`src/rtl/image_brightness_ctrl.sv`:
```
// Frame-sequenced brightness adjuster: reads each pixel of a row-major image,
// adds or subtracts a per-frame offset with clamping, and hands the result
// downstream over a valid/ready handshake.
module image_brightness_ctrl #(
  parameter int HEIGHT = 768,
  parameter int WIDTH  = 512,
  parameter int ADDR_W = 19
) (
  input  logic              clk,
  input  logic              rst_n,
  input  logic              start,
  input  logic              abort,
  input  logic [7:0]        v,
  input  logic              dir,
  output logic              rd_en,
  output logic [ADDR_W-1:0] rd_addr,
  input  logic [7:0]        R_in,
  input  logic [7:0]        G_in,
  input  logic [7:0]        B_in,
  output logic              out_valid,
  input  logic              out_ready,
  output logic [7:0]        R,
  output logic [7:0]        G,
  output logic [7:0]        B,
  output logic              out_last,
  output logic              busy,
  output logic              done
);

  localparam int DATA_W = 8;
  localparam int NPIX   = HEIGHT * WIDTH;
  localparam logic [ADDR_W-1:0] LAST_PIX = ADDR_W'(NPIX - 1);

  typedef enum logic [2:0] {
    S_IDLE = 3'd0,
    S_READ = 3'd1,
    S_LOAD = 3'd2,
    S_SEND = 3'd3,
    S_DONE = 3'd4
  } state_t;

  state_t state, state_nxt;

  logic [ADDR_W-1:0] cnt;
  logic [DATA_W-1:0] v_lat;
  logic              dir_lat;
  logic              last_pix;
  logic              hs;

  // Add with a 9-bit intermediate so the carry selects the 255 clamp.
  function automatic logic [DATA_W-1:0] sat_add(input logic [DATA_W-1:0] a,
                                                input logic [DATA_W-1:0] b);
    logic [DATA_W:0] s;
    s = {1'b0, a} + {1'b0, b};
    return s[DATA_W] ? {DATA_W{1'b1}} : s[DATA_W-1:0];
  endfunction

  // Subtract with a floor at zero; equal operands also give zero.
  function automatic logic [DATA_W-1:0] floor_sub(input logic [DATA_W-1:0] a,
                                                  input logic [DATA_W-1:0] b);
    return (a > b) ? (a - b) : '0;
  endfunction

  function automatic logic [DATA_W-1:0] adjust(input logic [DATA_W-1:0] px,
                                               input logic [DATA_W-1:0] off,
                                               input logic              up);
    return up ? sat_add(px, off) : floor_sub(px, off);
  endfunction

  assign last_pix = (cnt == LAST_PIX);
  assign hs       = (state == S_SEND) && out_ready && !abort;

  // State register.
  always_ff @(posedge clk or negedge rst_n) begin
    if (!rst_n) state <= S_IDLE;
    else        state <= state_nxt;
  end

  // Next-state logic; abort outranks the SEND handshake, start outranks abort in IDLE.
  always_comb begin
    state_nxt = state;
    case (state)
      S_IDLE: if (start) state_nxt = S_READ;
      S_READ: state_nxt = abort ? S_IDLE : S_LOAD;
      S_LOAD: state_nxt = abort ? S_IDLE : S_SEND;
      S_SEND: begin
        if (abort)          state_nxt = S_IDLE;
        else if (out_ready) state_nxt = last_pix ? S_DONE : S_READ;
      end
      S_DONE: state_nxt = S_IDLE;
      default: state_nxt = S_IDLE;
    endcase
  end

  // Outputs decoded directly from state so reset clears them without a clock.
  always_comb begin
    rd_en     = 1'b0;
    out_valid = 1'b0;
    out_last  = 1'b0;
    busy      = 1'b0;
    done      = 1'b0;
    case (state)
      S_READ: begin
        rd_en = 1'b1;
        busy  = 1'b1;
      end
      S_LOAD: busy = 1'b1;
      S_SEND: begin
        out_valid = 1'b1;
        out_last  = last_pix;
        busy      = 1'b1;
      end
      S_DONE: done = 1'b1;
      default: ;
    endcase
  end

  assign rd_addr = cnt;

  // Frame setup: latch offset/direction and pixel counter handling.
  always_ff @(posedge clk or negedge rst_n) begin
    if (!rst_n) begin
      cnt     <= '0;
      v_lat   <= '0;
      dir_lat <= 1'b0;
    end else begin
      if (state == S_IDLE && start) begin
        cnt     <= '0;
        v_lat   <= v;
        dir_lat <= dir;
      end else if (hs && !last_pix) begin
        cnt <= cnt + ADDR_W'(1);
      end
    end
  end

  // --- stage boundary: memory data -> adjusted pixel register ---
  always_ff @(posedge clk or negedge rst_n) begin
    if (!rst_n) begin
      R <= '0;
      G <= '0;
      B <= '0;
    end else if (state == S_LOAD) begin
      R <= adjust(R_in, v_lat, dir_lat);
      G <= adjust(G_in, v_lat, dir_lat);
      B <= adjust(B_in, v_lat, dir_lat);
    end
  end

endmodule

```
`config.mk`:
```
export PLATFORM = sky130hd
export DESIGN_NAME = image_brightness_ctrl
export DESIGN_NICKNAME = d
export VERILOG_FILES = /design/src/rtl/image_brightness_ctrl.sv
export SDC_FILE = /design/constraint.sdc
export NUM_CORES = 1
export LEC_CHECK = 0
export ABC_AREA = 1
export BUFFER_PORTS_ARGS = -buffer_cell sky130_fd_sc_hd__clkbuf_2
export CAP_MARGIN = 20
export CORE_MARGIN = 2
export CORE_UTILIZATION = 58
export DETAILED_ROUTE_END_ITERATION = 8
export GPL_ROUTABILITY_DRIVEN = 1
export PLACE_DENSITY = 0.81
export SETUP_SLACK_MARGIN = 0.02
export SLEW_MARGIN = 30
export SYNTH_ARGS = -nofsm -noshare
export SYNTH_HDL_FRONTEND = slang
export SYNTH_SLANG_ARGS = --single-unit
```
`constraint.sdc`:
```
create_clock -name clk -period 6.05 [get_ports clk]
set_input_delay 0.3025 -clock clk [delete_from_list [all_inputs] [get_ports clk]]
set_output_delay 0.3025 -clock clk [all_outputs]
set_load 0.01 [all_outputs]
```
==> impl_metrics.prom <==
# TYPE chip_impl_metric gauge
chip_impl_info{name="run_status",value="completed"} 1
chip_impl_metric{name="clkLatencyLatePin",unit="ns"} 0.32
chip_impl_metric{name="finalHoldViolations",unit=""} 0
chip_impl_metric{name="timing.critical_path.buf_inv",unit=""} 2
chip_impl_metric{name="dr.first_iter.drc_count",unit=""} 356
chip_impl_metric{name="fillCellCount",unit=""} 855
chip_impl_metric{name="grt_pass1_vias",unit=""} 4938
chip_impl_metric{name="insertedDiodeCount",unit=""} 0
chip_impl_metric{name="post-route-util",unit="%"} 65.33
chip_impl_info{name="most-common-layout-cells",value="321 x sky130_fd_sc_hd__nand2_1, 110 x sky130_fd_sc_hd__inv_1, 85 x sky130_fd_sc_hd__clkbuf_2, 68 x sky130_fd_sc_hd__nand3_1, 57 x sky130_fd_sc_hd__nor2_1"} 1
chip_impl_info{name="crit_path_top_delay_cell",value="sky130_fd_sc_hd__dfrtp_1"} 1
chip_impl_metric{name="timing.critical_path.slowest_cell_delay",unit="ns"} 0.60
chip_impl_metric{name="timing_worst_slew_pin_value",unit="ns"} 0.8639
chip_impl_metric{name="timing.critical_path.required",unit="ns"} 6.26
chip_impl_metric{name="die_y",unit="µm"} 100.4
chip_impl_metric{name="ant_nets",unit=""} 0
chip_impl_metric{name="numCtsBuffers",unit=""} 5
chip_impl_info{name="cts_tree",value="yes"} 1
chip_impl_metric{name="ctsLongestPathBuffers",unit=""} 2
chip_impl_metric{name="number_of_max_slew_violations_in_the_final_report",unit=""} 0
chip_impl_metric{name="grt_overflow",unit=""} 0
chip_impl_metric{name="via_per_inst",unit=""} 5.281
chip_impl_metric{name="path_max_fanout",unit=""} 7
chip_impl_info{name="synth.top_cells.by_area",value="sky130_fd_sc_hd__dfrtp_1 26%, sky130_fd_sc_hd__nand2_1 22%, sky130_fd_sc_hd__ha_1 11%"} 1
chip_impl_metric{name="timing.max_cap.violations",unit=""} 0
chip_impl_metric{name="p_per_area",unit="nW/µm²"} 447.9
chip_impl_metric{name="netlist_instances",unit=""} 842
chip_impl_metric{name="ir_drop",unit="µV"} 233.7
chip_impl_info{name="synthFlopType",value="sky130_fd_sc_hd__dfrtp_1"} 1
chip_impl_metric{name="critical_path_arrival",unit="ns"} 2.69
chip_impl_metric{name="fin_crit",unit="ns"} 2.475
chip_impl_metric{name="cts_num_sinks",unit=""} 55
chip_impl_metric{name="clk_pin_slew",unit="ns"} 0.11
chip_impl_metric{name="area_growth_syn_to_layout",unit="%"} 10.48
chip_impl_metric{name="quantity_of_hold_fixing_buffers_added_after_cts",unit=""} 0
chip_impl_metric{name="syn_area_per_cell",unit="µm²"} 6.397
chip_impl_metric{name="synth_cell_types",unit=""} 36
chip_impl_metric{name="layout_worst_path_cycle_share",unit="%"} 40.92
chip_impl_info{name="rsz0062_at_grt",value="no"} 1
chip_impl_metric{name="drcViolationCount",unit=""} 0
chip_impl_metric{name="grt_pass1_wl",unit="µm"} 22870
chip_impl_metric{name="num_vias",unit=""} 5413
chip_impl_metric{name="grt_max_degree",unit=""} 56
chip_impl_metric{name="maximum_frequency_from_static_timing_analysis",unit="GHz"} 0.4040
chip_impl_metric{name="setup-violations-final",unit=""} 0
chip_impl_metric{name="cts.repair_timing.setup_buffer_count",unit=""} 0
chip_impl_info{name="timing_worst_setup_path_type",value="reg -> reg"} 1
chip_impl_metric{name="start_util",unit="%"} 59.13
chip_impl_metric{name="synth.ff_latch_count",unit=""} 55
chip_impl_metric{name="sum_of_negative_setup_slack",unit="ns"} 0
chip_impl_metric{name="dr.pass1.iters",unit=""} 5
chip_impl_info{name="worstPathCellList",value="inv_1 -> fa_1 -> nand3_1 -> nand2_1 -> nand2_1 -> nand2_1 -> nand3_1 -> inv_1 -> nand2_1 -> nand2_1 -> nand2_1 -> nand2_1"} 1
chip_impl_metric{name="yosysSeqAreaShare",unit="%"} 25.55
chip_impl_metric{name="gr-usage-all-layers",unit="%"} 28.12
chip_impl_info{name="critical_path.startpoint_type",value="register"} 1
chip_impl_metric{name="dieArea",unit="µm²"} 10070
chip_impl_metric{name="hpwl",unit="µm"} 10740
chip_impl_metric{name="drt_wl_total",unit="µm"} 13920
chip_impl_metric{name="fin_nets",unit=""} 1006
chip_impl_metric{name="post-synth-top-area-fraction",unit="%"} 25.55
chip_impl_metric{name="ys_async_sr_fraction",unit="%"} 100.0
chip_impl_metric{name="placement.io_buffers",unit=""} 85
chip_impl_metric{name="dieWidth",unit="µm"} 100.4
chip_impl_metric{name="routed_wire_length_per_instance",unit="µm"} 13.58
chip_impl_info{name="most_common_cell_after_layout_fill_and_taps_aside",value="sky130_fd_sc_hd__nand2_1"} 1
chip_impl_metric{name="cells_after_dpl",unit=""} 1017
chip_impl_metric{name="antenna_found_initial",unit=""} 0
chip_impl_info{name="crit_path_max_delay_family",value="simple AND/OR/NAND/NOR gates"} 1
chip_impl_metric{name="count_of_flip_flops_with_a_built_in_enable_after_synthesis",unit=""} 0
chip_impl_metric{name="layout-drive-gt1-share",unit="%"} 13.68
chip_impl_metric{name="io-pin-count",unit=""} 86
chip_impl_info{name="timing.critical_path.to_type",value="register"} 1
chip_impl_metric{name="finalNonFillerCells",unit=""} 1025
chip_impl_metric{name="worst_slew_margin_rel",unit="%"} 42.40
chip_impl_metric{name="row_count",unit=""} 35
chip_impl_info{name="area_leader_netlist",value="sky130_fd_sc_hd__dfrtp_1"} 1
chip_impl_info{name="cp_common_cell",value="sky130_fd_sc_hd__nand2_1"} 1
chip_impl_metric{name="gp_congestion",unit=""} 0.9566
chip_impl_metric{name="core_outline_area",unit="µm²"} 9109
chip_impl_info{name="cts_root_buf",value="sky130_fd_sc_hd__clkbuf_8"} 1
chip_impl_metric{name="yosys_warnings",unit=""} 0
chip_impl_metric{name="power.leakage",unit="nW"} 3.481
chip_impl_metric{name="post_cts_resize_count",unit=""} 0
chip_impl_metric{name="clock_tree.htree_level_count",unit=""} 2
chip_impl_metric{name="post_route_skew",unit="ns"} 0.01057
chip_impl_metric{name="synth_nets",unit=""} 935
chip_impl_metric{name="mappedNetlistArea",unit="µm²"} 5386
chip_impl_info{name="min_path_type",value="in -> async"} 1
## cell type report
type	instances	area [µm²]	share of cell area, %
clock inverters	2	38.79	0.6518
well taps	111	138.9	2.334
repair buffers	87	440.4	7.401
multi-input cells	646	3436	57.74
inverters	118	447.9	7.527
flip-flops and latches	55	1376	23.13
clock buffers	6	72.57	1.220
## worst paths after layout
check / slack, ns / end / from / depth (start not counted)
max: 3.57 / G[5] / v_lat[1] / 12
min: 0.10 / R[6] / rst_n / 2
max reg2reg: 3.57 / G[5] / v_lat[1] / 12
min reg2reg: 0.49 / G[4] / G[4] / 2
max in group asynchronous: 5.46 / B[7] / rst_n / 2
min in group clk: 0.18 / v_lat[0] / v[0] / 3
## power breakdown
part | switching, mW | leakage (nW) | internal [mW]
clock | 0.130 | 0.0558 | 0.125
sequential | 0.129 | 0.709 | 0.481
combinational | 1.16 | 2.72 | 0.635
total | 1.42 | 3.48 | 1.24
## logic make-up after synthesis
kind of cell | after synthesis | synth area share, %
AO/OA/AOI/OAI | 73 | 7.294
buffers and inverters | 141 | 10.66
adder cells (fa/ha/maj) | 55 | 13.61
AND/OR/NAND/NOR | 492 | 38.65
flip-flops | 55 | 25.55
XOR/XNOR | 26 | 4.228
## through the flow
step | total power, mW | cell area [µm²] | hold WS [ns] | setup WS [ns]
after floorplan | 1.944 | 5386 | 0.006909 | 4.150
after global placement | 2.382 | 5839 | 0.4620 | 3.679
after detailed placement | 2.385 | 5839 | 0.4653 | 3.642
after CTS | 2.652 | 5951 | 0.1410 | 3.612
after global routing | 2.946 | 5951 | 0.1679 | 3.396
final | 2.665 | 5951 | 0.1038 | 3.575
## cells in the mapped netlist, types with 4 or more instances
cell type                  instances
sky130_fd_sc_hd__o21ai_1           4
sky130_fd_sc_hd__nand2_2           7
sky130_fd_sc_hd__a21oi_1          27
sky130_fd_sc_hd__nor3_1            7
sky130_fd_sc_hd__o21bai_1          6
sky130_fd_sc_hd__nand4_1          12
sky130_fd_sc_hd__inv_1           110
sky130_fd_sc_hd__fa_1              6
sky130_fd_sc_hd__ha_1             49
sky130_fd_sc_hd__xor2_1           21
sky130_fd_sc_hd__dfrtp_1          55
sky130_fd_sc_hd__buf_2            13
sky130_fd_sc_hd__nor2_1           57
sky130_fd_sc_hd__o21ai_0          32
sky130_fd_sc_hd__nand3_1          68
sky130_fd_sc_hd__clkbuf_1          7
sky130_fd_sc_hd__nand2_1         321
sky130_fd_sc_hd__or2_2             5
sky130_fd_sc_hd__inv_2             7
sky130_fd_sc_hd__xnor2_1           5
## registers in the layout, summed over array words and instances, names as in the netlist
register	count
G	8
R	8
dir_lat	1
rd_addr	19
v_lat	8
B	8
state	3
## layer usage
| layer | share of wire, % | track usage, % | wire length (µm) | vias to the layer above |
|---|---|---|---|---|
| met5 | 0 | 0 | 0 | - |
| met4 | 3.0 | 10.54 | 422 | 0 |
| met3 | 5.7 | 2.716 | 792 | 34 |
| met2 | 47 | 45.90 | 6493 | 189 |
| met1 | 45 | 38.80 | 6214 | 2432 |
| li1 | - | - | - | 2758 |
No activity file was read; power rests on OpenSTA's default activity.
